**src/rtl/uart_tx_fifo_pkg.sv**
```systemverilog
// Shared definitions for the UART transmitter and its FIFO.
package uart_tx_fifo_pkg;

  typedef enum logic [2:0] {
    IDLE   = 3'd0,
    START  = 3'd1,
    DATA   = 3'd2,
    PARITY = 3'd3,
    STOP   = 3'd4
  } txState_e;

  // Bit positions inside the two-bit parity configuration field.
  localparam int PAR_EN  = 1;
  localparam int PAR_ODD = 0;

endpackage

```
**src/rtl/uart_tx_fifo_if.sv**
```systemverilog
// Valid/ready word handshake between a producer and the UART transmitter.
interface uart_tx_fifo_if #(
  parameter int MAX_WIDTH = 16
);
  logic                 in_valid;
  logic [MAX_WIDTH-1:0] in_data;
  logic                 in_ready;

  modport master (output in_valid, output in_data, input in_ready);
  modport slave  (input in_valid, input in_data, output in_ready);
endinterface

```
**src/rtl/uart_fifo.sv**
```systemverilog
// Small synchronous FIFO with occupancy level; shared by UART TX and RX.
module uart_fifo #(
  parameter int WIDTH = 16,
  parameter int DEPTH = 4,
  parameter int LVL_W = $clog2(DEPTH + 1)
) (
  input  logic             clock,
  input  logic             reset,
  input  logic             push,
  input  logic [WIDTH-1:0] pushData,
  input  logic             pop,
  output logic [WIDTH-1:0] popData,
  output logic             full,
  output logic             empty,
  output logic [LVL_W-1:0] level
);

  localparam int PTR_W = $clog2(DEPTH);

  logic [WIDTH-1:0] mem [DEPTH];
  logic [PTR_W-1:0] wrPtr_q;
  logic [PTR_W-1:0] rdPtr_q;
  logic [LVL_W-1:0] level_q;
  logic             doPush;
  logic             doPop;

  assign full    = (level_q == LVL_W'(DEPTH));
  assign empty   = (level_q == '0);
  assign level   = level_q;
  assign popData = mem[rdPtr_q];
  assign doPush  = push & ~full;
  assign doPop   = pop & ~empty;

  // Storage array: written on an accepted push, no reset needed.
  always_ff @(posedge clock) begin
    if (doPush) mem[wrPtr_q] <= pushData;
  end

  // Pointers wrap naturally; level tracks push/pop, unchanged when both happen.
  always_ff @(posedge clock) begin
    if (!reset) begin
      wrPtr_q <= '0;
      rdPtr_q <= '0;
      level_q <= '0;
    end else begin
      if (doPush) wrPtr_q <= wrPtr_q + PTR_W'(1);
      if (doPop)  rdPtr_q <= rdPtr_q + PTR_W'(1);
      case ({doPush, doPop})
        2'b10:   level_q <= level_q + LVL_W'(1);
        2'b01:   level_q <= level_q - LVL_W'(1);
        default: level_q <= level_q;
      endcase
    end
  end

endmodule

```
**src/rtl/uart_tx_fifo.sv**
```systemverilog
// UART transmitter fed from a small word FIFO; frames go out back-to-back.
module uart_tx_fifo
  import uart_tx_fifo_pkg::*;
#(
  parameter int MAX_WIDTH  = 16,
  parameter int DIV_WIDTH  = 16,
  parameter int FIFO_DEPTH = 4,
  parameter int LVL_W      = $clog2(FIFO_DEPTH + 1),
  parameter int WID_W      = $clog2(MAX_WIDTH + 1)
) (
  input  logic                 clock,
  input  logic                 reset,
  input  logic [DIV_WIDTH-1:0] divisor,
  input  logic [1:0]           parity,
  input  logic [WID_W-1:0]     width,
  input  logic                 stop2,
  uart_tx_fifo_if.slave        inBus,
  output logic                 busy,
  output logic [LVL_W-1:0]     fifo_level,
  output logic                 out
);

  txState_e             state_q;
  logic                 out_q;
  logic [DIV_WIDTH-1:0] cnt_q;
  logic [DIV_WIDTH-1:0] div_q;
  logic [WID_W-1:0]     bitCnt_q;
  logic [WID_W-1:0]     effWidth_q;
  logic                 parEn_q;
  logic                 parOdd_q;
  logic                 stop2_q;
  logic                 stopCnt_q;
  logic                 parAcc_q;
  logic [MAX_WIDTH-1:0] shift_q;

  logic                 fifoFull;
  logic                 fifoEmpty;
  logic [MAX_WIDTH-1:0] fifoHead;
  logic                 startFrame;

  // Out-of-range or zero width requests fall back to the full data width.
  function automatic logic [WID_W-1:0] effWidth(input logic [WID_W-1:0] w);
    if (w == '0 || w > WID_W'(MAX_WIDTH)) return WID_W'(MAX_WIDTH);
    return w;
  endfunction

  uart_fifo #(
    .WIDTH (MAX_WIDTH),
    .DEPTH (FIFO_DEPTH),
    .LVL_W (LVL_W)
  ) u_fifo (
    .clock    (clock),
    .reset    (reset),
    .push     (inBus.in_valid),
    .pushData (inBus.in_data),
    .pop      (startFrame),
    .popData  (fifoHead),
    .full     (fifoFull),
    .empty    (fifoEmpty),
    .level    (fifo_level)
  );

  // A new frame begins from idle, or straight after the final stop period.
  assign startFrame = ~fifoEmpty &
                      ((state_q == IDLE) |
                       ((state_q == STOP) & (cnt_q == '0) & ~stopCnt_q));

  assign inBus.in_ready = ~fifoFull;
  assign busy           = (state_q != IDLE) | (fifo_level != '0);
  assign out            = out_q;

  // Serializer: each state holds the line for div+1 clocks, config latched per frame.
  always_ff @(posedge clock) begin
    if (!reset) begin
      state_q    <= IDLE;
      out_q      <= 1'b1;
      cnt_q      <= '0;
      div_q      <= '0;
      bitCnt_q   <= '0;
      effWidth_q <= WID_W'(MAX_WIDTH);
      parEn_q    <= 1'b0;
      parOdd_q   <= 1'b0;
      stop2_q    <= 1'b0;
      stopCnt_q  <= 1'b0;
      parAcc_q   <= 1'b0;
      shift_q    <= '0;
    end else if (startFrame) begin
      state_q    <= START;
      out_q      <= 1'b0;
      cnt_q      <= divisor;
      div_q      <= divisor;
      shift_q    <= fifoHead;
      effWidth_q <= effWidth(width);
      parEn_q    <= parity[PAR_EN];
      parOdd_q   <= parity[PAR_ODD];
      stop2_q    <= stop2;
    end else if (state_q != IDLE && cnt_q != '0) begin
      cnt_q <= cnt_q - DIV_WIDTH'(1);
    end else begin
      case (state_q)
        IDLE: begin
          out_q <= 1'b1;
        end
        START: begin
          state_q  <= DATA;
          cnt_q    <= div_q;
          out_q    <= shift_q[0];
          parAcc_q <= shift_q[0];
          shift_q  <= shift_q >> 1;
          bitCnt_q <= WID_W'(1);
        end
        DATA: begin
          cnt_q <= div_q;
          if (bitCnt_q == effWidth_q) begin
            if (parEn_q) begin
              state_q <= PARITY;
              out_q   <= parAcc_q ^ parOdd_q;
            end else begin
              state_q   <= STOP;
              out_q     <= 1'b1;
              stopCnt_q <= stop2_q;
            end
          end else begin
            out_q    <= shift_q[0];
            parAcc_q <= parAcc_q ^ shift_q[0];
            shift_q  <= shift_q >> 1;
            bitCnt_q <= bitCnt_q + WID_W'(1);
          end
        end
        PARITY: begin
          state_q   <= STOP;
          cnt_q     <= div_q;
          out_q     <= 1'b1;
          stopCnt_q <= stop2_q;
        end
        STOP: begin
          if (stopCnt_q) begin
            stopCnt_q <= 1'b0;
            cnt_q     <= div_q;
          end else begin
            state_q <= IDLE;
            out_q   <= 1'b1;
            cnt_q   <= '0;
          end
        end
        default: begin
          state_q <= IDLE;
          out_q   <= 1'b1;
          cnt_q   <= '0;
        end
      endcase
    end
  end

endmodule

```
**src/flat_wrapper.sv**
```systemverilog
// flat-port wrapper written by rule: the top's interface ports become plain ports
module uart_tx_fifo_flat import uart_tx_fifo_pkg::*;
#(
  parameter int MAX_WIDTH  = 16,
  parameter int DIV_WIDTH  = 16,
  parameter int FIFO_DEPTH = 4,
  parameter int LVL_W      = $clog2(FIFO_DEPTH + 1),
  parameter int WID_W      = $clog2(MAX_WIDTH + 1)
)
  (clock, reset, divisor, parity, width, stop2, busy, fifo_level, out, inBus_in_valid, inBus_in_data, inBus_in_ready);
  uart_tx_fifo_if #(.MAX_WIDTH(MAX_WIDTH)) inBus_i ();
  input  logic clock;
  input  logic reset;
  input  logic [DIV_WIDTH-1:0] divisor;
  input  logic [1:0] parity;
  input  logic [WID_W-1:0] width;
  input  logic stop2;
  output logic busy;
  output logic [LVL_W-1:0] fifo_level;
  output logic out;
  input wire logic [$bits(inBus_i.in_valid)-1:0] inBus_in_valid;
  input wire logic [$bits(inBus_i.in_data)-1:0] inBus_in_data;
  output wire logic [$bits(inBus_i.in_ready)-1:0] inBus_in_ready;
  assign inBus_i.in_valid = inBus_in_valid;
  assign inBus_i.in_data = inBus_in_data;
  assign inBus_in_ready = inBus_i.in_ready;
  uart_tx_fifo #(.MAX_WIDTH(MAX_WIDTH), .DIV_WIDTH(DIV_WIDTH), .FIFO_DEPTH(FIFO_DEPTH), .LVL_W(LVL_W), .WID_W(WID_W)) u_core (.clock(clock), .reset(reset), .divisor(divisor), .parity(parity), .width(width), .stop2(stop2), .inBus(inBus_i), .busy(busy), .fifo_level(fifo_level), .out(out));
endmodule
```
**config.mk**
```make
export PLATFORM = sky130hd
export DESIGN_NAME = uart_tx_fifo_flat
export DESIGN_NICKNAME = d
export VERILOG_FILES = /design/src/rtl/uart_tx_fifo_pkg.sv /design/src/rtl/uart_tx_fifo_if.sv /design/src/rtl/uart_fifo.sv /design/src/rtl/uart_tx_fifo.sv /design/src/flat_wrapper.sv
export SDC_FILE = /design/constraint.sdc
export NUM_CORES = 1
export LEC_CHECK = 0
export ABC_AREA = 1
export CAP_MARGIN = 15
export CELL_PAD_IN_SITES_DETAIL_PLACEMENT = 2
export CELL_PAD_IN_SITES_GLOBAL_PLACEMENT = 2
export CORE_MARGIN = 2
export CORE_UTILIZATION = 38
export DETAILED_ROUTE_END_ITERATION = 6
export PLACE_DENSITY_LB_ADDON = 0.25
export SYNTH_ARGS = -nofsm -noshare
export SYNTH_HDL_FRONTEND = slang
export SYNTH_HIERARCHICAL = 1
export SYNTH_SLANG_ARGS = --single-unit
```
**constraint.sdc**
```tcl
create_clock -name clock -period 4.8 [get_ports clock]
set_input_delay 0.96 -clock clock [delete_from_list [all_inputs] [get_ports clock]]
set_output_delay 0.96 -clock clock [all_outputs]
set_load 0.01 [all_outputs]
```
After elaboration in Yosys (flattened, before gate mapping)

Memory sizes are Yosys's and may differ from the RTL's. A register that Yosys moved wholly into a read port is not among the register bits.
Index checks and enable logic that the tools add are counted.
Widths: inputs -> output; s select.

Add/subtract/negate cells: 6
$lt $le $gt $ge: 1
Eq/ne operators: 18
Muxes and demuxes: 37
Bitwise operators: 16
Reduce and logical (&&, ||, !) cells: 21

Operators by type and width:

| kind                  | count |
|---|---|
| $mux 16               | 6 |
| $pmux 16 s3           | 1 |
| $pmux 16 s2           | 1 |
| $logic_not 16->1      | 1 |
| $reduce_bool 16->1    | 1 |
| $sub 16x1->16 const B | 1 |
| $mux 1                | 15 |
| $mux 5                | 3 |
| $pmux 3 s5            | 1 |
| $reduce_and 4->1      | 3 |
| $reduce_bool 3->1     | 4 |
| $ne 2x2->1 const B    | 5 |
| $pmux 5 s2            | 1 |
| $mux 3                | 3 |
| $ne 3x3->1 const B    | 3 |
| $not 1->1             | 7 |
| $eq 3x2->1 const B    | 2 |
| $eq 3x3->1 const B    | 2 |
| $logic_not 3->1       | 2 |
| $pmux 1 s3            | 2 |
| $pmux 3 s2            | 1 |
| $add 5x1->5 const B   | 1 |
| $and 1x1->1           | 5 |
| $eq 5x5->1            | 1 |
| 22 further kinds      | 27 |

Register bits after elaboration: 74
Bits in writable memories: 64
Bits of input ports: 43
Output and inout port bits: 6
Word-level logic and storage cells: 116
Memories: 1

Memories:

| memory            | words | bits a word | rd ports | clocked after memory_dff | write ports | RTL line        | text |
|---|---|---|---|---|---|---|---|
| u_core.u_fifo.mem | 4     | 16          | 1        | 1                        | 1           | uart_fifo.sv:20 | `logic [WIDTH-1:0] mem [DEPTH];` |

Longest topological paths before layout

Depth after elaboration: 8
Mapped depth: 20
Depth with buffers taken out: 19

Modules after synthesis

Netlist, hierarchy kept.

Modules (own cells, without submodules):

| module       | instances | cells an instance | area each (µm²) | sequential area each (µm²) |
|---|---|---|---|---|
| uart_tx_fifo | 1         | 585               | 3831.2          | 1341.3 |
| uart_fifo    | 1         | 224               | 2849.0          | 2102.0 |

Worst setup path before layout

No wires, ideal clock.

Kind: register -> register
Start point: register u_core.cnt_q[0]
End point: register u_core.u_fifo.level_q[2], in the netlist u_core/u_fifo/level[2]
Library setup time: 113 ps
Arrival: 2382 ps
Required time: 4687 ps
Setup slack: 2306 ps
Cell stages (with the launch flop): 21
Path buffers: 1
Clock period less this slack: 2494 ps
Cell sequence: dfxtp_1 > inv_1 > ha_1 > nand2_1 > nor2_2 > nand2_2 > nand2_2 > nand2_4 > inv_2 > buf_4 > nand2_1 > inv_1 > ha_1 > inv_1 > fa_1 > inv_1 > nand2_1 > nand3_1 > nand2_1 > nand2_1 > nor2_1

Longest elaborated chain between the ends: 8
Elaborated cells between the ends (all ways): 10
Those cells by class: eq/ne (2); mux (1); bitwise (5); reduce/logical (2)

RTL lines:

| item                                                   | RTL line            | text |
|---|---|---|
| start: declaration                                     | uart_tx_fifo.sv:25  | `logic [DIV_WIDTH-1:0] cnt_q;` |
| start signal: assignment                               | uart_tx_fifo.sv:90  | `cnt_q <= divisor;` |
| start signal: assignment                               | uart_tx_fifo.sv:98  | `cnt_q <= cnt_q - DIV_WIDTH'(1);` |
| start signal: assignment                               | uart_tx_fifo.sv:106 | `cnt_q <= div_q;` |
| $logic_not 16->1 (*)                                   | uart_tx_fifo.sv:66  | `((state_q == STOP) & (cnt_q == '0) & ~stopCnt_q));` |
| $and 1x1->1 (*) (2 in a row)                           | uart_tx_fifo.sv:66  |  |
| $or 1x1->1 (*)                                         | uart_tx_fifo.sv:65  | `((state_q == IDLE) \|` |
| $and 1x1->1 (*)                                        | uart_tx_fifo.sv:64  | `assign startFrame = ~fifoEmpty &` |
| via u_core.startFrame                                  | uart_tx_fifo.sv:39  | `logic startFrame;` |
| $and 1x1->1 (*)                                        | uart_fifo.sv:32     | `assign doPop = pop & ~empty;` |
| via u_core.u_fifo.doPop                                | uart_fifo.sv:25     | `logic doPop;` |
| $eq 2x1->1 / $eq 2x2->1 (equally long branches)        | uart_fifo.sv:48     | `case ({doPush, doPop})` |
| $pmux 3 s2 / $reduce_bool 2->1 (equally long branches) | -                   |  |
| end signal: assignment                                 | uart_fifo.sv:49     | `2'b10: level_q <= level_q + LVL_W'(1);` |
| end signal: assignment                                 | uart_fifo.sv:50     | `2'b01: level_q <= level_q - LVL_W'(1);` |
| end signal: assignment                                 | uart_fifo.sv:51     | `default: level_q <= level_q;` |
| end: declaration                                       | uart_fifo.sv:23     | `logic [LVL_W-1:0] level_q;` |

Mark *: on every way through the listed nets, which the timed path passes. The rest lies on a longest branch.
A chain may end at the register's enable or synchronous reset.

Worst setup path after layout

Start point: register u_core.u_fifo.level_q[1], in the netlist u_core/u_fifo/level[1]
End point: register u_core.u_fifo.level_q[2], in the netlist u_core/u_fifo/level[2]

Longest elaborated chain between the ends: 6
Elaborated cells between the ends (all ways): 13
Those cells by class: add/sub (2); eq/ne (3); mux (1); bitwise (5); reduce/logical (2)

RTL lines:

| item                                                   | RTL line                            | text |
|---|---|---|
| $logic_not 3->1 (*)                                    | uart_fifo.sv:28                     | `assign empty = (level_q == '0);` |
| via u_core.fifoEmpty                                   | uart_tx_fifo.sv:37                  | `logic fifoEmpty;` |
| $not 1->1 (*)                                          | uart_fifo.sv:32, uart_tx_fifo.sv:64 |  |
| $and 1x1->1                                            | uart_tx_fifo.sv:64                  |  |
| $and 1x1->1 (*)                                        | uart_fifo.sv:32                     |  |
| via u_core.u_fifo.doPop                                | uart_fifo.sv:25                     |  |
| $eq 2x1->1 / $eq 2x2->1 (equally long branches)        | uart_fifo.sv:48                     |  |
| $pmux 3 s2 / $reduce_bool 2->1 (equally long branches) | -                                   |  |

Marks and branches as above.

==> flow_summary_export.csv <==
group,metric,value,unit
timing,fin_crit_sh,71.3,%
worst_hold_path,hold_class,"register to register",
yosys,synth.distinct_cells,37,
clocking,h-tree-depth,4,
detailed_routing,ant_nets,0,
detailed_routing,vias,5696,
final_layout,fillers,1895,
global_routing,antenna_found_initial,0,
detailed_routing,routed_wl,20700,um
pwr,power.density,698,nW/um2
setup_path,crit_arrival,3.78,ns
yosys,synthSimpleGateAreaFrac,24.0,%
final_layout,postLayoutCoreUtil,46.2,%
clocking,cts_tree,"built",
place,place_congestion,0.795,
clocking,clock_path_buffers,2,
timing,tns,0,ns
yosys,synth.area.top_cells,"edfxtp_1, dfxtp_1, nand2_1",
detailed_routing,avgRoutedWirePerCell,19.0,um
clocking,numClockSinks,140,
floorplanning,core-area,17200,um2
setup_path,required,5.15,ns
detailed_routing,drt-initial-drc-count,279,
timing,hold_violations,0,
pwr,ir_worst_vdd,0.397,mV
place,hpwl,13500,um
timing,finalMaxSlewViolations,0,
final_layout,final_cell_mix,"nand2_1, nor2_1, inv_1",
setup_path,path_class,"register to register",
pwr,p_int,3.08,mW
pwr,p_switching,2.48,mW
setup_path,endpoint_kind,"register",
yosys,ys_warn_count,6,
final_layout,n_antenna_cell,0,
detailed_routing,via_per_inst,5.23,
global_routing,grt_overflow,0,
pwr,combPwrFrac,43.8,%
setup_path,cp-start-kind,"register",
clocking,clk_latency,0.43,ns
place,preCtsSetupSlack,1.33,ns
final_layout,multi_input_area,2730,um2
final_layout,area_growth,19.1,%
detailed_routing,drtPass1Iterations,4,
yosys,synthMuxAreaShare,0,%
final_layout,regArea,3440,um2
yosys,netlist.area_leader.share,28.8,%
floorplanning,die-area,18700,um2
clocking,ctsResizeCount,0,
yosys,synthAdderAreaFrac,1.80,%
outcome,status,"complete, no violations",
global_routing,grt_pass1_vias,6339,
pwr,p_clk_share,25.5,%
timing,max_slew_margin,51.9,%
clocking,cts.clk_slew.worst_paths,0.07,ns
final_layout,drive_gt1_share,10.3,%
clocking,cts_hold_buffers,0,
timing,grt_setup_unrepaired,"false",
yosys,syn-cell-area,6680,um2
yosys,syn_inst,809,
place,io_buffers,48,
floorplanning,std_cell_rows,48,
global_routing,grt_usage,23.5,%
clocking,post_cts_buffers,0,
pwr,netSwitchingFraction,44.5,%
yosys,synth-seq-cells,140,
clocking,clockRootBuffer,"clkbuf_16",
final_layout,layout_commonest_cell,"nand2_1",
detailed_routing,drc_errors,0,
timing,setup_viol,0,
timing,fin_skew,0.0120,ns
floorplanning,io_pins,49,
yosys,ys_seq_area_share,51.5,%
floorplanning,die_h,137,um
yosys,avgSynthCellArea,8.26,um2
floorplanning,dieWidth,137,um
pwr,seq_power_share,30.7,%
timing,final.min_clock_period,3.42,ns
clocking,cts-buffers-inserted,17,
setup_path,worstPathMaxFanout,64,
timing,fmax,292,MHz
yosys,syn-num-nets,861,
yosys,synth_top_family_by_area,"simple AND/OR/NAND/NOR gates",
yosys,yosys.area.top_type,"edfxtp_1",
floorplanning,start_util,38.8,%
yosys,synth_compound_area_share,13.2,%
global_routing,grt_pass1_wl,33500,um
timing,tightest_slew,0.721,ns
timing,fin_ws,1.38,ns
final_layout,nNetsFinal,903,
pwr,cellLeakagePower,3.19,nW
yosys,synthXorXnorAreaFrac,1.84,%
timing,holdWs,0.466,ns
global_routing,grt_max_degree,65,
run,drv_cap,0,
-- cell usage after synthesis, drive strengths merged --
cell and n:
fa 1, dfxtp 76, a21oi 38, o21bai 1
buf 24, clkinv 2, o21ai 93, nor3 3
or2 1, inv 86, xnor2 8, ha 8
nor2 120, nand2 169, nand3 66, nand4 7
o31ai 9, o22ai 16, clkbuf 10, xor2 6
nand3b 1, edfxtp 64
-- final timing paths --
path | slack (ns) | from | cells past startpoint | to
min | 0.47 | u_core/div_q[8]$_SDFFE_PN0P_ | 2 | u_core/div_q[8]$_SDFFE_PN0P_
max | 1.38 | u_core/u_fifo/level[1]$_SDFFE_PN0P_ | 18 | u_core/u_fifo/level[2]$_SDFFE_PN0P_
max reg2reg | 1.38 | u_core/u_fifo/level[1]$_SDFFE_PN0P_ | 18 | u_core/u_fifo/level[2]$_SDFFE_PN0P_
min reg2reg | 0.47 | u_core/div_q[8]$_SDFFE_PN0P_ | 2 | u_core/div_q[8]$_SDFFE_PN0P_
-- power by group through the flow --
stage	logic [mW]	registers, mW	clock network [mW]
after floorplan	1.79	1.68	0
after global placement	2.28	1.70	0
after detailed placement	2.39	1.72	0
after CTS	2.47	1.71	1.45
after global routing	2.77	1.74	1.49
final	2.43	1.71	1.42
-- state kept, by name, summed over array words and instances, names as in the netlist, 2 cells and up, named ones only --
| register | flops |
|---|---|
| u_core/cnt_q | 16 |
| u_core/u_fifo/mem | 64 |
| u_core/u_fifo/rdPtr_q | 2 |
| u_core/bitCnt_q | 5 |
| u_core/div_q | 16 |
| u_core/state_q | 3 |
| u_core/u_fifo/wrPtr_q | 2 |
| u_core/u_fifo/level | 3 |
| u_core/effWidth_q | 5 |
| u_core/shift_q | 16 |
-- kinds of logic (layout without fill, tap and decap cells) --
group,count (synthesis),in the layout
AOI/OAI and AO/OA,157,157
xor gates and xnor gates,14,14
adders and majority gates,9,9
buffers and inverters,122,177
DFF,140,140
and+or+nand+nor,367,367
-- critical path, stage by stage (launching register included) --
cell and delay, ns:
dfxtp_1 0.41, nor2_2 0.09, nand2_1 0.12, inv_1 0.07
nor2_1 0.13, o21ai_2 0.08, inv_2 0.27, nand2_4 0.44
inv_2 0.45, nand2_1 0.12, inv_1 0.10, ha_1 0.18
inv_1 0.07, fa_1 0.39, nand2_1 0.09, nand3_1 0.10
nand2_1 0.08, nand2_1 0.05, nor2_1 0.10
-- stage by stage --
stage	cell area (um2)	cells	total power, mW
2_1_floorplan	6680	809	3.46
3_3_place_gp	7330	1057	3.98
3_5_place_dp	7330	1057	4.12
4_1_cts	7960	1089	5.63
5_1_grt	7960	1089	5.99
6_report	7960	1089	5.56
-- routing by layer --
| metal | vias to the layer above | wire (um) | share of wire (%) | track usage (%) |
|---|---|---|---|---|
| met1 | 2838 | 8750 | 42 | 27.5 |
| met5 | - | 0 | 0 | 0 |
| met2 | 80 | 11200 | 54 | 43.6 |
| met3 | 20 | 507 | 2.4 | 3.89 |
| met4 | 0 | 276 | 1.3 | 7.23 |
| li1 | 2758 | - | - | - |
-- cell type report --
class	instances	share of cell area, %
clock buffers	18	5.39
clock inverters	14	2.50
inverters	88	4.17
multi-input cells	547	34.3
flip-flops and latches	140	43.3
well taps	225	3.54
repair buffers	57	6.89
Note: power is estimated with default switching activity, not from simulation.
